**config.mk**
```make
export PLATFORM = sky130hd
export DESIGN_NAME = mem_port_arbiter
export DESIGN_NICKNAME = d
export VERILOG_FILES = /design/src/rtl/mem_port_arbiter.sv
export SDC_FILE = /design/constraint.sdc
export NUM_CORES = 1
export LEC_CHECK = 0
export CORE_AREA = 3 3 214 216
export DETAILED_ROUTE_END_ITERATION = 10
export DIE_AREA = 0 0 217 219
export PLACE_DENSITY = 0.66
export SKIP_CTS_REPAIR_TIMING = 1
export SLEW_MARGIN = 20
export SYNTH_ARGS = -nofsm -noshare
export SYNTH_HDL_FRONTEND = slang
export SYNTH_SLANG_ARGS = --single-unit
```
**constraint.sdc**
```tcl
create_clock -name CLK -period 2 [get_ports CLK]
set_input_delay 0.2 -clock CLK [delete_from_list [all_inputs] [get_ports CLK]]
set_output_delay 0.2 -clock CLK [all_outputs]
set_load 0.02 [all_outputs]
```
**src/rtl/mem_port_arbiter.sv**
```systemverilog
// Shares one memory port between instruction-fetch (I) and data (D) requesters; one transaction in flight.
// Grant to mem_req_valid is 1 cycle and the owner's response strobe follows mem_resp_valid by 1 cycle; mem_req_ready stalls the request.
module mem_port_arbiter #(
  parameter int unsigned STARVE_LIMIT = 4
) (
  input  logic        CLK,
  input  logic        RESET,
  input  logic        i_req_valid,
  input  logic [63:0] i_req_addr,
  output logic        i_req_ready,
  output logic        i_resp_valid,
  output logic [63:0] i_resp_data,
  output logic        i_resp_exc,
  input  logic        d_req_valid,
  input  logic        d_req_wren,
  input  logic [7:0]  d_req_mask,
  input  logic [63:0] d_req_addr,
  input  logic [63:0] d_req_data,
  output logic        d_req_ready,
  output logic        d_resp_valid,
  output logic [63:0] d_resp_data,
  output logic        d_resp_exc,
  output logic        mem_req_valid,
  input  logic        mem_req_ready,
  output logic        mem_wren,
  output logic [7:0]  mem_mask,
  output logic [63:0] mem_addr,
  output logic [63:0] mem_data,
  input  logic        mem_resp_valid,
  input  logic [63:0] mem_resp_data,
  input  logic        mem_resp_exc,
  output logic        err_spurious
);

  localparam logic [3:0] LIMIT = 4'(STARVE_LIMIT);

  typedef enum logic [1:0] {IDLE, REQ, RESP} state_t;

  state_t      state_q, state_d;
  logic        owner_q, owner_d;  // 1 = D owns the transaction
  logic        wren_q, wren_d;
  logic [7:0]  mask_q, mask_d;
  logic [63:0] addr_q, addr_d;
  logic [63:0] data_q, data_d;
  logic [3:0]  streak_q, streak_d;
  logic        i_vld_q, i_vld_d, d_vld_q, d_vld_d;
  logic [63:0] i_dat_q, i_dat_d, d_dat_q, d_dat_d;
  logic        i_exc_q, i_exc_d, d_exc_q, d_exc_d;
  logic        err_q, err_d;
  logic        grant_i, grant_d;

  always_comb begin
    state_d  = state_q;
    owner_d  = owner_q;
    wren_d   = wren_q;
    mask_d   = mask_q;
    addr_d   = addr_q;
    data_d   = data_q;
    streak_d = streak_q;
    i_vld_d  = 1'b0;
    d_vld_d  = 1'b0;
    i_dat_d  = i_dat_q;
    d_dat_d  = d_dat_q;
    i_exc_d  = i_exc_q;
    d_exc_d  = d_exc_q;
    err_d    = err_q | (mem_resp_valid && (state_q != RESP));
    grant_i  = 1'b0;
    grant_d  = 1'b0;
    case (state_q)
      IDLE: begin
        // D has priority until I has watched LIMIT consecutive D grants go by
        if (d_req_valid && !(i_req_valid && (streak_q == LIMIT))) begin
          grant_d = 1'b1;
        end else if (i_req_valid) begin
          grant_i = 1'b1;
        end
        if (grant_d) begin
          owner_d  = 1'b1;
          wren_d   = d_req_wren;
          mask_d   = d_req_mask;
          addr_d   = d_req_addr;
          data_d   = d_req_data;
          state_d  = REQ;
          if (!i_req_valid)           streak_d = 4'd0;
          else if (streak_q >= LIMIT) streak_d = LIMIT;
          else                        streak_d = streak_q + 4'd1;
        end else if (grant_i) begin
          owner_d  = 1'b0;
          wren_d   = 1'b0;
          mask_d   = 8'hFF;
          addr_d   = i_req_addr;
          data_d   = 64'd0;
          streak_d = 4'd0;
          state_d  = REQ;
        end
      end
      REQ: begin
        if (mem_req_ready) state_d = RESP;
      end
      RESP: begin
        if (mem_resp_valid) begin
          if (owner_q) begin
            d_vld_d = 1'b1;
            d_dat_d = mem_resp_data;
            d_exc_d = mem_resp_exc;
          end else begin
            i_vld_d = 1'b1;
            i_dat_d = mem_resp_data;
            i_exc_d = mem_resp_exc;
          end
          state_d = IDLE;
        end
      end
      default: state_d = IDLE;
    endcase
  end

  always_ff @(posedge CLK) begin
    if (RESET) begin
      state_q  <= IDLE;
      owner_q  <= 1'b0;
      wren_q   <= 1'b0;
      mask_q   <= 8'd0;
      addr_q   <= 64'd0;
      data_q   <= 64'd0;
      streak_q <= 4'd0;
      i_vld_q  <= 1'b0;
      d_vld_q  <= 1'b0;
      i_dat_q  <= 64'd0;
      d_dat_q  <= 64'd0;
      i_exc_q  <= 1'b0;
      d_exc_q  <= 1'b0;
      err_q    <= 1'b0;
    end else begin
      state_q  <= state_d;
      owner_q  <= owner_d;
      wren_q   <= wren_d;
      mask_q   <= mask_d;
      addr_q   <= addr_d;
      data_q   <= data_d;
      streak_q <= streak_d;
      i_vld_q  <= i_vld_d;
      d_vld_q  <= d_vld_d;
      i_dat_q  <= i_dat_d;
      d_dat_q  <= d_dat_d;
      i_exc_q  <= i_exc_d;
      d_exc_q  <= d_exc_d;
      err_q    <= err_d;
    end
  end

  assign i_req_ready   = grant_i;
  assign d_req_ready   = grant_d;
  assign mem_req_valid = (state_q == REQ);
  assign mem_wren      = wren_q;
  assign mem_mask      = mask_q;
  assign mem_addr      = addr_q;
  assign mem_data      = data_q;
  assign i_resp_valid  = i_vld_q;
  assign i_resp_data   = i_dat_q;
  assign i_resp_exc    = i_exc_q;
  assign d_resp_valid  = d_vld_q;
  assign d_resp_data   = d_dat_q;
  assign d_resp_exc    = d_exc_q;
  assign err_spurious  = err_q;

endmodule

```
* Word level (Yosys, flattened, before mapping)
Cells that the tools add are included.
Storage, ports and cells: output and inout bits 273, register bits after elaboration 277, input bits 272
Operators by class: order comparisons 1, bitwise operators 4, muxes and demuxes 27, equality and inequality tests 7, add/sub/neg operators 1, reduce and logical (&&, ||, !) cells 11
Operator list (count):
- 64-bit two-way mux | 4
- 4-bit two-way mux | 4
- 8-bit two-way mux | 2
- 1-bit two-way mux | 12
- 3-bit AND reduction | 3
- 2-bit two-way mux | 4
- 2-bit one-hot mux with 3 select lines | 1
- 4-bit by 1-bit adder with 4-bit output, second input constant | 1
- 4-bit by 3-bit == test with 1-bit output, second input constant | 1
- 4-bit by 3-bit greater-or-equal comparator with 1-bit output, second input constant | 1
- 2-bit inequality test, second input constant | 2
- 1-bit logical AND | 3
- 3-bit inequality test, second input constant | 1
- 1-bit inverter | 3
- 3-bit OR reduction | 1
- 2-bit by 1-bit == test with 1-bit output, second input constant | 1
- 2-bit == test, second input constant | 1
- 2-bit logical NOT | 1
- 2-bit by 1-bit inequality test with 1-bit output, second input constant | 1
- 2-bit AND reduction | 1
- 2-bit nonzero test | 1
- 1-bit logical NOT | 1
- 1-bit OR | 1

* Depth between registers and ports, before layout
word-level depth 9, mapped depth 7

* Worst setup path before layout
OpenSTA, ideal clock, no wires.
path kind register to output, start point reg streak_q[0], end point out i_req_ready, stages on the path, launching flop included 8, slack 0.478 ns, arrival 1.322 ns, path through dfxtp_1 > inv_1 > ha_1 > nand4b_2 > buf_4 > buf_2 > nand2_1 > and3_1
Between the ends: longest elaborated chain between the ends 7
RTL lines:
- from (decl) | RTL line 45 | logic [3:0] streak_q, streak_d;
- from (signal assigned) | RTL line 141 | streak_q <= streak_d;
- 4-bit by 3-bit == test with 1-bit output | RTL line 72 | if (d_req_valid && !(i_req_valid && (streak_q == LIMIT))) begin
- 1-bit logical AND | RTL line 72
- 1-bit logical NOT | RTL line 72
- 1-bit logical AND | RTL line 72
- 1-bit two-way mux | RTL line 72
- 1-bit two-way mux (2 in a row) | RTL line 69 | case (state_q)
- to (decl) | RTL line 10 | output logic i_req_ready,
Every way passes these cells. The select of a mux whose other input is x is not followed.

* Final worst setup path
start point reg state_q[1], end point out i_req_ready
Between the ends: longest elaborated chain between the ends 2
RTL lines:
- from (decl) | RTL line 39 | state_t state_q, state_d;
- from (signal assigned) | RTL line 135 | state_q <= state_d;
- 2-bit logical NOT | RTL line 69
- 1-bit two-way mux | RTL line 69
Every way passes these cells.

==> qor.yml <==
status:
  outcome: "finished, final reports clean"
die:
  start_util: 0.254
  die_h_um: 219
  io_pins: 545
  rows: 77
  die_x_um: 217
  coreArea_um2: 44100
  dieArea_um2: 47500
cells_and_area:
  nets: 2080
  finalNonFillerCells: 2422
  layout-drive-gt1-share: 0.0913
  multi_input_area_um2: 4890
  syn_to_final_growth_pct: 64.3
  ff_latch_area_um2: 5550
  fill_cells: 4416
placement:
  dp_hpwl_um: 31200
  place.port_buffers: 544
  dp_cells: 2353
  gp_congestion: 0.849
yosys:
  async_flop_share: 0
  synthSimpleGateAreaFrac: 0.171
  synth_flop_cell: "dfxtp_1"
  synthXorXnorAreaFrac: 0
  synth_edf_count: 0
  synth_top_family_by_area: "compound AO/OA/AOI/OAI gates"
  syn_inst: 1319
  yosysTopAreaCellShare: 0.495
  ys_seq_elements: 277
  muxShareOfSynthArea: 0
  yosys-top-cells-area: "dfxtp_1 (50%), a21oi_1 (12%), nand2_1 (8.8%)"
  seq_area_frac_synth: 0.495
  synthAdderAreaFrac: 0.00224
  yosys.cell_types.count: 38
  yosysWarnings: 0
  synth.most_common_cell: "dfxtp_1"
  syn-num-nets: 1593
  synth.cell_area_um2: 11200
  syn_avg_cell_area_um2: 8.49
  ys_top_cells_by_count: "dfxtp_1 (277), a21oi_1 (264), nand2_1 (262)"
  synth_top_area_cell: "dfxtp_1"
  synth-compound-area-share: 0.259
sta:
  final_hold_viol_count: 0
  fin_crit_ps: 1980
  rsz0062_at_grt: "yes"
  setup_tns_ps: 0
  fmax_mhz: 505
  tightestPinTransition_ps: 636
  drv_slew: 0
  setup_viol: 0
  final.period_utilization: 0.990
  maxSlewHeadroom: 0.576
  fin_worst_skew_ps: 24.5
  hold-worst-slack_ps: 44.7
cts:
  numCtsBuffers: 30
  cts_root_buf: "clkbuf_16"
  clk_pin_slew_ps: 70
  h-tree-depth: 1
  cts_tree: "yes"
  clock_path_buffers: 3
  cts.sink_count: 277
  clk_latency_ps: 570
critical_path:
  critPathCaptureType: "output pin"
  crit_arrival_ps: 1780
  critPathLaunchType: "register"
  critical_path.startpoint: "state_q[1]$_SDFFE_PP0P_"
  worstPathRequired_ps: 1800
  setup.worst_path.class: "register to output pin"
  crit_fanout: 17
  worstReg2RegStart: "state_q[1]$_SDFFE_PP0P_"
detailed_routing:
  vias: 12100
  avgViaCountPerCell: 4.99
  routed_wl_um: 46500
  drc: 0
  antenna_left: 0
  initialDrtViolationCount: 908
  wl_per_cell_um: 19.2
  drt_pass1_iterations: 5
grt:
  grt_pass1_wl_um: 66500
  grt_overflow: 0
  grt_use_total: 0.172
  grt_max_degree: 132
  grt_pass1_vias: 11600
  antenna_found_initial: 1
power_and_ir_drop:
  p_leak_nw: 6.20
  p_sw_mw: 3.93
  swShare: 0.270
  p_seq_frac: 0.412
  peakVddDrop_mv: 0.707
  finalPower_mw: 14.5
  power.internal_mw: 10.6
  pwr_density_cell_nw_per_um2: 791
  p_clk_frac: 0.393
  comb_power_share: 0.195
run:
  drv_cap: 0
hold_path:
  hold_class: "input port to register"
  hold_start: "RESET"
layout make-up:
| cell class | count | share of cell area |
|---|---|---|
| clock buffer | 50 | 0.0509 |
| clock inverter | 5 | 0.00422 |
| sequential | 277 | 0.302 |
| antenna | 1 | 0.000136 |
| inverter | 5 | 0.00102 |
| timing repair buffer | 603 | 0.336 |
| multi-input combinational | 889 | 0.266 |
| tap | 592 | 0.0403 |
metal layers:
metal,vias up,wire (µm),track usage
li1,5688,-,-
met1,5748,18200,0.205
met2,559,22100,0.292
met3,86,4650,0.0559
met4,0,1520,0.0596
met5,-,0,0
registers in the layout, indices dropped and copies added (netlist names), 2 cells and up:
signal and count:
streak_q 4, d_resp_data 64, mem_data 64, mem_mask 8
mem_addr 64, state_q 2, i_resp_data 64
final timing paths:
kind | endpoint | slack, ps | cells past startpoint
max | i_req_ready | 20 | 4
min | owner_q$_SDFFE_PP0P_ | 40 | 2
max reg2reg | mem_addr[4]$_SDFFE_PP0P_ | 180 | 5
min reg2reg | i_resp_data[28]$_SDFFE_PP0P_ | 450 | 2
power groups by stage:
stage          clock (mW)  sequential, mW  combinational [mW]
3_3_place_gp            0            6.09                2.74
6_report             5.71            5.99                2.84
4_1_cts              5.86            5.98                2.77
5_1_grt              6.06            6.02                3.02
2_1_floorplan           0            6.41               0.970
3_5_place_dp            0            6.10                2.76
metrics by stage:
stage | cell area, µm² | setup slack, ps | utilization
2_1_floorplan | 11200 | 478 | -
3_3_place_gp | 17200 | 47.2 | 0.390
3_5_place_dp | 17200 | -75.3 | 0.390
4_1_cts | 18200 | -445 | 0.413
5_1_grt | 18400 | -37.9 | 0.417
6_report | 18400 | 20.6 | 0.417
critical path: stages, from the launching register on:
cell,delay (ps)
dfxtp_1,420
nor2_4,190
clkbuf_16,230
and3_4,230
buf_6,120
logic make-up (layout without fill, tap and decap cells):
family	Yosys count	after routing
adder cells (fa/ha/maj)	2	2
AND/OR/NAND/NOR	415	415
flip-flops	277	277
other	0	1
buffers and inverters	153	663
AO/OA/AOI/OAI	472	472
cell usage in the layout, fill, tap and decap left out, drive strengths merged:
master and count:
clkdlybuf4s50 539, dfxtp 277, a21oi 264, nand2 262, o21ai 133, nand4 67
nand3 65, a311oi 64, buf 59, clkbuf 54, o221a 8, nor2 7
inv 4, clkinv 3, and4b 2, or2 2, nand2b 2, bufinv 2
nand4b 2, and3 2, ha 2, diode 1, nor2b 1, o311ai 1
o211ai 1, nor4 1, and4bb 1, nand4bb 1, a2bb2oi 1, clkinvlp 1
dlygate4sd3 1
Power figures use the tool's default switching activity.
